### src/rtl/iter_alu_pkg.sv
// Shared definitions for the iterative ALU.
// Holds the opcode encoding and the control FSM state encoding used by
// iter_alu (top) and iter_alu_mdu (iterative multiply/divide datapath).
package iter_alu_pkg;

  typedef enum logic [3:0] {
    OpAdd   = 4'b0000,
    OpAnd   = 4'b0001,
    OpOr    = 4'b0010,
    OpXor   = 4'b0011,
    OpSub   = 4'b0100,
    OpNor   = 4'b0101,
    OpSltu  = 4'b0110,
    OpPassa = 4'b0111,
    OpSll   = 4'b1000,
    OpSrl   = 4'b1001,
    OpSra   = 4'b1010,
    OpSlt   = 4'b1011,
    OpMult  = 4'b1100,
    OpMultu = 4'b1101,
    OpDiv   = 4'b1110,
    OpDivu  = 4'b1111
  } op_e;

  typedef enum logic [1:0] {
    StIdle = 2'b00,
    StMul  = 2'b01,
    StDiv  = 2'b10,
    StHold = 2'b11
  } state_e;

endpackage

### src/rtl/iter_alu_mdu.sv
// Iterative multiply/divide datapath: radix-2 shift-add multiply and restoring divide,
// one iteration per cycle, WIDTH iterations. Operates on magnitudes; signs are applied to
// the final step's output so done_o and lo_o/hi_o are valid in the same (last) cycle.
// Divider logic only exists when ITER_ALU_DIV_EN is defined.
// Ports: clk, rst_n (async active-low); start_i loads operands; abort_i cancels;
//        is_div_i (divider builds only) selects divide; is_signed_i selects signed;
//        a_i/b_i operands; done_o high in the last iteration cycle; lo_o/hi_o results.
module iter_alu_mdu
  import iter_alu_pkg::*;
#(
  parameter int unsigned WIDTH = 32,
  parameter int unsigned SHW   = $clog2(WIDTH)
) (
  input  logic             clk,
  input  logic             rst_n,
  input  logic             start_i,
  input  logic             abort_i,
`ifdef ITER_ALU_DIV_EN
  input  logic             is_div_i,
`endif
  input  logic             is_signed_i,
  input  logic [WIDTH-1:0] a_i,
  input  logic [WIDTH-1:0] b_i,
  output logic             done_o,
  output logic [WIDTH-1:0] lo_o,
  output logic [WIDTH-1:0] hi_o
);

  logic               busy_q, busy_d;
  logic [SHW-1:0]     cnt_q, cnt_d;
  // Multiply: {partial sum, multiplier}; divide: {remainder, dividend/quotient}.
  logic [2*WIDTH-1:0] acc_q, acc_d;
  logic [WIDTH-1:0]   opnd_q, opnd_d;
  logic               neg_lo_q, neg_lo_d;
  logic               a_neg, b_neg;
  logic [WIDTH-1:0]   a_mag, b_mag;
  logic [WIDTH:0]     mul_sum;
  logic [2*WIDTH-1:0] step;
  logic [2*WIDTH-1:0] prod;

  assign a_neg = is_signed_i & a_i[WIDTH-1];
  assign b_neg = is_signed_i & b_i[WIDTH-1];
  assign a_mag = a_neg ? -a_i : a_i;
  assign b_mag = b_neg ? -b_i : b_i;

  assign mul_sum = {1'b0, acc_q[2*WIDTH-1:WIDTH]} + (acc_q[0] ? {1'b0, opnd_q} : '0);
  assign done_o  = busy_q & (cnt_q == SHW'(WIDTH - 1));
  assign prod    = neg_lo_q ? -step : step;

`ifdef ITER_ALU_DIV_EN
  logic           div_q, div_d;
  logic           neg_hi_q, neg_hi_d;
  logic [WIDTH:0] rem_sh;
  logic [WIDTH:0] trial;

  assign rem_sh = acc_q[2*WIDTH-1:WIDTH-1];
  assign trial  = rem_sh - {1'b0, opnd_q};

  always_comb begin
    if (!div_q) begin
      step = {mul_sum, acc_q[WIDTH-1:1]};
    end else if (trial[WIDTH]) begin
      // Trial subtraction went negative: restore, quotient bit 0.
      step = {rem_sh[WIDTH-1:0], acc_q[WIDTH-2:0], 1'b0};
    end else begin
      step = {trial[WIDTH-1:0], acc_q[WIDTH-2:0], 1'b1};
    end
  end

  always_comb begin
    if (div_q) begin
      lo_o = neg_lo_q ? -step[WIDTH-1:0] : step[WIDTH-1:0];
      hi_o = neg_hi_q ? -step[2*WIDTH-1:WIDTH] : step[2*WIDTH-1:WIDTH];
    end else begin
      lo_o = prod[WIDTH-1:0];
      hi_o = prod[2*WIDTH-1:WIDTH];
    end
  end
`else
  assign step = {mul_sum, acc_q[WIDTH-1:1]};
  assign lo_o = prod[WIDTH-1:0];
  assign hi_o = prod[2*WIDTH-1:WIDTH];
`endif

  always_comb begin
    busy_d   = busy_q;
    cnt_d    = cnt_q;
    acc_d    = acc_q;
    opnd_d   = opnd_q;
    neg_lo_d = neg_lo_q;
`ifdef ITER_ALU_DIV_EN
    div_d    = div_q;
    neg_hi_d = neg_hi_q;
`endif
    if (abort_i) begin
      busy_d = 1'b0;
    end else if (start_i) begin
      busy_d   = 1'b1;
      cnt_d    = '0;
      acc_d    = {{WIDTH{1'b0}}, a_mag};
      opnd_d   = b_mag;
      neg_lo_d = a_neg ^ b_neg;
`ifdef ITER_ALU_DIV_EN
      div_d    = is_div_i;
      // Remainder takes the sign of the dividend.
      neg_hi_d = is_div_i ? a_neg : (a_neg ^ b_neg);
`endif
    end else if (busy_q) begin
      acc_d = step;
      cnt_d = cnt_q + SHW'(1);
      if (done_o) busy_d = 1'b0;
    end
  end

  always_ff @(posedge clk or negedge rst_n) begin
    if (!rst_n) begin
      busy_q   <= 1'b0;
      cnt_q    <= '0;
      acc_q    <= '0;
      opnd_q   <= '0;
      neg_lo_q <= 1'b0;
`ifdef ITER_ALU_DIV_EN
      div_q    <= 1'b0;
      neg_hi_q <= 1'b0;
`endif
    end else begin
      busy_q   <= busy_d;
      cnt_q    <= cnt_d;
      acc_q    <= acc_d;
      opnd_q   <= opnd_d;
      neg_lo_q <= neg_lo_d;
`ifdef ITER_ALU_DIV_EN
      div_q    <= div_d;
      neg_hi_q <= neg_hi_d;
`endif
    end
  end

endmodule

### src/rtl/iter_alu.sv
// Iterative ALU top: control FSM, single-cycle operations and registered output.
// MULT/MULTU (and DIV/DIVU when ITER_ALU_DIV_EN is defined) run in iter_alu_mdu.
// Without ITER_ALU_DIV_EN, DIV/DIVU finish in one cycle with result 0, hi 0, dz 1.
// Ports: clk, rst_n (async active-low); in_valid/in_ready request handshake;
//        op/a/b/shamt operation; flush synchronous abort; out_valid/out_ready result
//        handshake; result/hi outputs; zero/sf/of/cf/dz flags; busy while iterating.
module iter_alu
  import iter_alu_pkg::*;
#(
  parameter int unsigned WIDTH = 32,
  parameter int unsigned SHW   = $clog2(WIDTH)
) (
  input  logic             clk,
  input  logic             rst_n,
  input  logic             in_valid,
  output logic             in_ready,
  input  logic [3:0]       op,
  input  logic [WIDTH-1:0] a,
  input  logic [WIDTH-1:0] b,
  input  logic [SHW-1:0]   shamt,
  input  logic             flush,
  output logic             out_valid,
  input  logic             out_ready,
  output logic [WIDTH-1:0] result,
  output logic [WIDTH-1:0] hi,
  output logic             zero,
  output logic             sf,
  output logic             of,
  output logic             cf,
  output logic             dz,
  output logic             busy
);

  localparam logic [WIDTH-1:0] MinVal = {1'b1, {(WIDTH-1){1'b0}}};

  state_e           state_q, state_d;
  logic             out_valid_q, out_valid_d;
  logic [WIDTH-1:0] result_q, result_d, hi_q, hi_d;
  logic             zero_q, zero_d, sf_q, sf_d, of_q, of_d, cf_q, cf_d, dz_q, dz_d;
  logic             div_of_q, div_of_d;

  logic             accept, is_iter, mdu_start, mdu_done;
  logic [WIDTH-1:0] mdu_lo, mdu_hi;
  logic [WIDTH:0]   add_w, sub_w;
  logic [WIDTH-1:0] alu_res, alu_hi;
  logic             alu_cf, alu_of, alu_dz;

  assign in_ready = (state_q == StIdle) | ((state_q == StHold) & out_ready);
  assign accept   = in_valid & in_ready & ~flush;
  assign busy     = (state_q == StMul) | (state_q == StDiv);

`ifdef ITER_ALU_DIV_EN
  // Divide by zero is resolved without iterating.
  assign is_iter = op[3] & op[2] & (~op[1] | (b != '0));
`else
  assign is_iter = op[3] & op[2] & ~op[1];
`endif

  assign add_w = {1'b0, a} + {1'b0, b};
  assign sub_w = {1'b0, a} - {1'b0, b};

  always_comb begin
    alu_res = '0;
    alu_hi  = '0;
    alu_cf  = 1'b0;
    alu_of  = 1'b0;
    alu_dz  = 1'b0;
    unique case (op_e'(op))
      OpAdd: begin
        alu_res = add_w[WIDTH-1:0];
        alu_cf  = add_w[WIDTH];
        alu_of  = (a[WIDTH-1] == b[WIDTH-1]) & (add_w[WIDTH-1] != a[WIDTH-1]);
      end
      OpSub: begin
        alu_res = sub_w[WIDTH-1:0];
        alu_cf  = sub_w[WIDTH];
        alu_of  = (a[WIDTH-1] != b[WIDTH-1]) & (sub_w[WIDTH-1] != a[WIDTH-1]);
      end
      OpAnd:   alu_res = a & b;
      OpOr:    alu_res = a | b;
      OpXor:   alu_res = a ^ b;
      OpNor:   alu_res = ~(a | b);
      OpSltu:  alu_res = {{(WIDTH-1){1'b0}}, (a < b)};
      OpPassa: alu_res = a;
      OpSll:   alu_res = b << shamt;
      OpSrl:   alu_res = b >> shamt;
      OpSra:   alu_res = $signed(b) >>> shamt;
      OpSlt:   alu_res = {{(WIDTH-1){1'b0}}, ($signed(a) < $signed(b))};
      OpMult, OpMultu: alu_res = '0;
      OpDiv, OpDivu: begin
`ifdef ITER_ALU_DIV_EN
        alu_res = '1;
        alu_hi  = a;
`endif
        alu_dz  = 1'b1;
      end
    endcase
  end

  always_comb begin
    state_d     = state_q;
    out_valid_d = out_valid_q;
    result_d    = result_q;
    hi_d        = hi_q;
    zero_d      = zero_q;
    sf_d        = sf_q;
    of_d        = of_q;
    cf_d        = cf_q;
    dz_d        = dz_q;
    div_of_d    = div_of_q;
    mdu_start   = 1'b0;
    if (flush) begin
      state_d     = StIdle;
      out_valid_d = 1'b0;
    end else begin
      unique case (state_q)
        StIdle, StHold: begin
          if ((state_q == StHold) && out_ready) begin
            state_d     = StIdle;
            out_valid_d = 1'b0;
          end
          if (accept) begin
            if (is_iter) begin
              mdu_start   = 1'b1;
              state_d     = op[1] ? StDiv : StMul;
              out_valid_d = 1'b0;
              div_of_d    = ~op[0] & (a == MinVal) & (b == '1);
            end else begin
              state_d     = StHold;
              out_valid_d = 1'b1;
              result_d    = alu_res;
              hi_d        = alu_hi;
              zero_d      = (alu_res == '0);
              sf_d        = alu_res[WIDTH-1];
              of_d        = alu_of;
              cf_d        = alu_cf;
              dz_d        = alu_dz;
            end
          end
        end
        StMul, StDiv: begin
          if (mdu_done) begin
            state_d     = StHold;
            out_valid_d = 1'b1;
            result_d    = mdu_lo;
            hi_d        = mdu_hi;
            sf_d        = mdu_lo[WIDTH-1];
            cf_d        = 1'b0;
            dz_d        = 1'b0;
            if (state_q == StMul) begin
              zero_d = ((mdu_lo | mdu_hi) == '0);
              of_d   = 1'b0;
            end else begin
              zero_d = (mdu_lo == '0);
              of_d   = div_of_q;
            end
          end
        end
      endcase
    end
  end

  always_ff @(posedge clk or negedge rst_n) begin
    if (!rst_n) begin
      state_q     <= StIdle;
      out_valid_q <= 1'b0;
      result_q    <= '0;
      hi_q        <= '0;
      zero_q      <= 1'b0;
      sf_q        <= 1'b0;
      of_q        <= 1'b0;
      cf_q        <= 1'b0;
      dz_q        <= 1'b0;
      div_of_q    <= 1'b0;
    end else begin
      state_q     <= state_d;
      out_valid_q <= out_valid_d;
      result_q    <= result_d;
      hi_q        <= hi_d;
      zero_q      <= zero_d;
      sf_q        <= sf_d;
      of_q        <= of_d;
      cf_q        <= cf_d;
      dz_q        <= dz_d;
      div_of_q    <= div_of_d;
    end
  end

  assign out_valid = out_valid_q;
  assign result    = result_q;
  assign hi        = hi_q;
  assign zero      = zero_q;
  assign sf        = sf_q;
  assign of        = of_q;
  assign cf        = cf_q;
  assign dz        = dz_q;

  iter_alu_mdu #(
    .WIDTH(WIDTH),
    .SHW  (SHW)
  ) u_mdu (
    .clk        (clk),
    .rst_n      (rst_n),
    .start_i    (mdu_start),
    .abort_i    (flush),
`ifdef ITER_ALU_DIV_EN
    .is_div_i   (op[1]),
`endif
    .is_signed_i(~op[0]),
    .a_i        (a),
    .b_i        (b),
    .done_o     (mdu_done),
    .lo_o       (mdu_lo),
    .hi_o       (mdu_hi)
  );

endmodule

### config.mk
export PLATFORM = sky130hd
export DESIGN_NAME = iter_alu
export DESIGN_NICKNAME = d
export VERILOG_FILES = /design/src/rtl/iter_alu_pkg.sv /design/src/rtl/iter_alu_mdu.sv /design/src/rtl/iter_alu.sv
export SDC_FILE = /design/constraint.sdc
export NUM_CORES = 1
export LEC_CHECK = 0
export CAP_MARGIN = 25
export CORE_MARGIN = 5
export CORE_UTILIZATION = 35
export DETAILED_ROUTE_END_ITERATION = 6
export PLACE_DENSITY = 0.61
export SKIP_CTS_REPAIR_TIMING = 1
export SYNTH_ARGS = -nofsm -noshare
export SYNTH_HDL_FRONTEND = slang
export SYNTH_SLANG_ARGS = --single-unit
export TNS_END_PERCENT = 5
### constraint.sdc
create_clock -name clk -period 6.15 [get_ports clk]
set_input_delay 1.5375 -clock clk [delete_from_list [all_inputs] [get_ports clk]]
set_output_delay 1.5375 -clock clk [all_outputs]
set_load 0.01 [all_outputs]
==> impl_metrics.csv <==
group,metric,value,unit
timing,maxSlewViolCount,0,
timing,skew,0.00822,ns
synth,synth_top_family_by_area,"compound AO/OA/AOI/OAI gates",
pwr,swShare,49.5,%
clocking,numCtsBuffers,17,
routing,wirelength,113000,um
outcome,outcome,"finished, violations left",
worst_setup_path,crit_type,"primary input to flip-flop",
finish,final_cells,4249,
worst_setup_path,reg2reg_to,"zero",
finish,fillers,6969,
grt,grt_usage,29.2,%
timing,setup_viol,0,
pwr,p_comb_share,62.1,%
timing,finalSetupTns,0,ns
clocking,cts_tree,"yes",
placement,numPortBuffers,149,
routing,vias_per_cell,6.30,
timing,worstMarginPinSlew,1.08,ns
synth,syn_area_per_cell,7.56,um^2
grt,grt_pass1_vias,24700,
placement,dp.cells,4215,
synth,synth_area,23700,um^2
synth,ys.flop_type,"dfrtp_1",
finish,area_growth,20.1,%
synth,synth_nets,3356,
routing,met1_length,47600,um
synth,synth_compound_gate_area_share,27.5,%
worst_setup_path,cp-startpoint,"a[0]",
die,rows,95,
timing,fin_crit_sh,93.4,%
pwr,power_density,284,nW/um^2
timing,slew_headroom,26.8,%
routing,dr_wl_met2,48900,um
finish,multi_input_area,17900,um^2
clocking,root_buffer,"clkbuf_16",
die,dieArea,73100,um^2
pwr,power,8.09,mW
grt,overflow,0,
synth,synth_fa_ha_area_share,7.48,%
clocking,ctsLongestPathBuffers,2,
clocking,htreeDepth,4,
run,max_cap_viol_count,0,
routing,drt-initial-drc-count,3524,
timing,timing.final.crit_period,5.74,ns
worst_setup_path,endpoint,"zero",
grt,grt_pass1_wl,166000,um
synth,synthSimpleGateAreaFrac,23.5,%
timing,hold_violations,0,
finish,register_area,4380,um^2
worst_hold_path,hold_path_class,"flip-flop to flip-flop",
synth,ys_ff_latch,175,
pwr,p_int,4.09,mW
routing,ant_nets,0,
finish,utilization,42.5,%
synth,synthCells,3138,
worst_setup_path,worstSetupEndpointType,"flip-flop",
synth,synth_mux_area_share,11.1,%
synth,synth-async-reset-ratio,100,%
worst_setup_path,setup.worst_path.start_class,"primary input",
timing,clock.fmax,174,MHz
finish,mostFrequentLayoutCells,"382 x nand2_1, 324 x buf_4, 252 x nor2_1, 247 x o21ai_0, 185 x a21oi_1",
routing,top_layer,"met5",
pwr,p_clk_share,13.3,%
synth,synthXorXnorAreaFrac,5.61,%
placement,place_hpwl,90200,um
outcome,violations,"design-rule violations",
synth,synth_edf_count,0,
worst_setup_path,required,6.53,ns
pwr,p_sw,4.01,mW
routing,vias,26800,
die,die_w,270,um
worst_setup_path,rr_startpoint,"u_mdu.acc_q[0]",
routing,wl_per_cell,26.5,um
worst_setup_path,critPathMaxFanout,3,
clocking,clkLatencyLatePin,0.46,ns
pwr,ir_drop,0.000292,V
grt,antenna_found_initial,4,
timing,rsz0062_at_grt,"no",
finish,nets,3579,
placement,place_area,27900,um^2
finish,drive_gt1_share,15.7,%
die,start_util,35.3,%
worst_setup_path,r2r_slack,0.49,ns
clocking,clock_sinks,175,
pwr,seq_power_share,24.6,%
synth,yosys_warnings,0,
worst_setup_path,arrival,6.12,ns
grt,grt_max_degree,109,
routing,wl_met3,10500,um
worst_setup_path,r2r_cells,15,
synth,ys_seq_area_share,18.5,%
synth,synth_cell_type_count,101,
clocking,clk_pin_slew,0.07,ns
pwr,p_leak,11.9,nW
routing,firstDrtPassIters,7,
die,core-area,67200,um^2
finish,final_common_cell,"nand2_1",
finish,design_area,28500,um^2
routing,drc,2,
die,die_h,270,um
die,ios,150,
placement,gp_congestion,1.03,
per-stage QoR:
step / worst slack, ns / hold slack [ns]
6_report: 0.408 / 0.477
5_1_grt: 0.0892 / 0.501
4_1_cts: 0.397 / 0.481
3_5_place_dp: -0.0603 / 0.464
3_3_place_gp: 0.00344 / 0.454
2_1_floorplan: 0.468 / 0.440
flip-flops by register name (all words and copies together) (netlist names):
name            flops
cf                  1
div_of_q            1
dz                  1
hi                 32
of                  1
out_valid           1
result             32
state_q             2
u_mdu.acc_q        64
u_mdu.busy_q        1
u_mdu.cnt_q         5
u_mdu.neg_lo_q      1
u_mdu.opnd_q       32
zero                1
Yosys cell counts (16+ instances only):
library cell | instances | area (um^2)
a22oi_1 | 25 | 188
nor4_1 | 37 | 231
nand2b_1 | 26 | 163
xnor2_1 | 105 | 920
buf_1 | 25 | 93.8
o22ai_1 | 21 | 131
a21oi_1 | 185 | 926
o211ai_1 | 31 | 233
clkbuf_1 | 233 | 875
a21o_1 | 42 | 315
o21ai_0 | 247 | 1240
nand2_1 | 382 | 1430
mux2i_1 | 78 | 781
o31ai_1 | 41 | 308
and3_1 | 32 | 200
mux4_2 | 70 | 1580
nor2b_1 | 21 | 131
mux2_2 | 25 | 282
dfrtp_1 | 175 | 4380
nand4_1 | 46 | 288
nor2_1 | 252 | 946
or3_1 | 22 | 138
inv_1 | 113 | 424
a211oi_1 | 52 | 390
nand3_1 | 77 | 385
nor3_1 | 79 | 395
a221oi_1 | 19 | 166
a31oi_1 | 62 | 388
a222oi_1 | 16 | 160
xor2_1 | 47 | 412
ha_1 | 137 | 1710
and2_1 | 53 | 332
routing by layer:
layer,GRT usage [%],vias to the layer above
met5,0,-
met4,12.2,2
met3,5.26,221
met2,44.8,1529
met1,40.6,12900
li1,-,12100
how the worst min path moves through the flow:
stage | endpoint | slack (ns) | start | depth (start not counted)
5_1_grt | u_mdu.opnd_q[6] | 0.50 | u_mdu.opnd_q[6] | 2
3_5_place_dp | u_mdu.opnd_q[2] | 0.46 | u_mdu.opnd_q[2] | 2
4_1_cts | u_mdu.opnd_q[2] | 0.48 | u_mdu.opnd_q[2] | 2
3_3_place_gp | u_mdu.opnd_q[5] | 0.45 | u_mdu.opnd_q[5] | 2
6_report | hi[16] | 0.48 | hi[16] | 2
2_1_floorplan | u_mdu.opnd_q[31] | 0.44 | u_mdu.opnd_q[31] | 2
layout make-up:
| cell class | count | share of cell area, % |
|---|---|---|
| multi-input cells | 2569 | 62.9 |
| diodes | 2 | 0.0176 |
| well taps | 873 | 3.83 |
| flip-flops and latches | 175 | 15.4 |
| repair buffers | 480 | 14.4 |
| clock buffers | 20 | 1.57 |
| clock inverters | 12 | 0.426 |
| inverters | 118 | 1.55 |
cells by family after synthesis:
group | count (synthesis)
AND/OR/NAND/NOR | 1133
buffers and inverters | 394
flip-flops | 175
XOR/XNOR | 152
multiplexers | 173
adder cells (fa/ha/maj) | 140
AO/OA/AOI/OAI | 971
power by group through the flow:
stage               clock (mW)  combinational, mW  sequential (mW)
CTS                       1.10               4.94             1.98
finish                    1.08               5.03             1.99
global route              1.14               5.42             2.04
floorplan                    0               3.30             1.76
global placement             0               4.91             1.99
detailed placement           0               4.92             2.00
critical path, cell delays in order:
cell             delay, ns
clkdlybuf4s50_1       0.48
inv_1                 0.06
ha_1                  0.20
inv_1                 0.07
fa_1                  0.18
nor2b_1               0.16
o311ai_0              0.12
buf_4                 0.18
a2111oi_1             0.49
nor3_1                0.09
buf_4                 0.16
buf_4                 0.14
o22ai_1               0.30
a31o_2                0.25
a31oi_1               0.11
a211o_1               0.33
or4_1                 0.58
nor4_2                0.32
a21oi_1               0.12
a211oi_2              0.22
No activity file was read; power rests on OpenSTA's default activity.
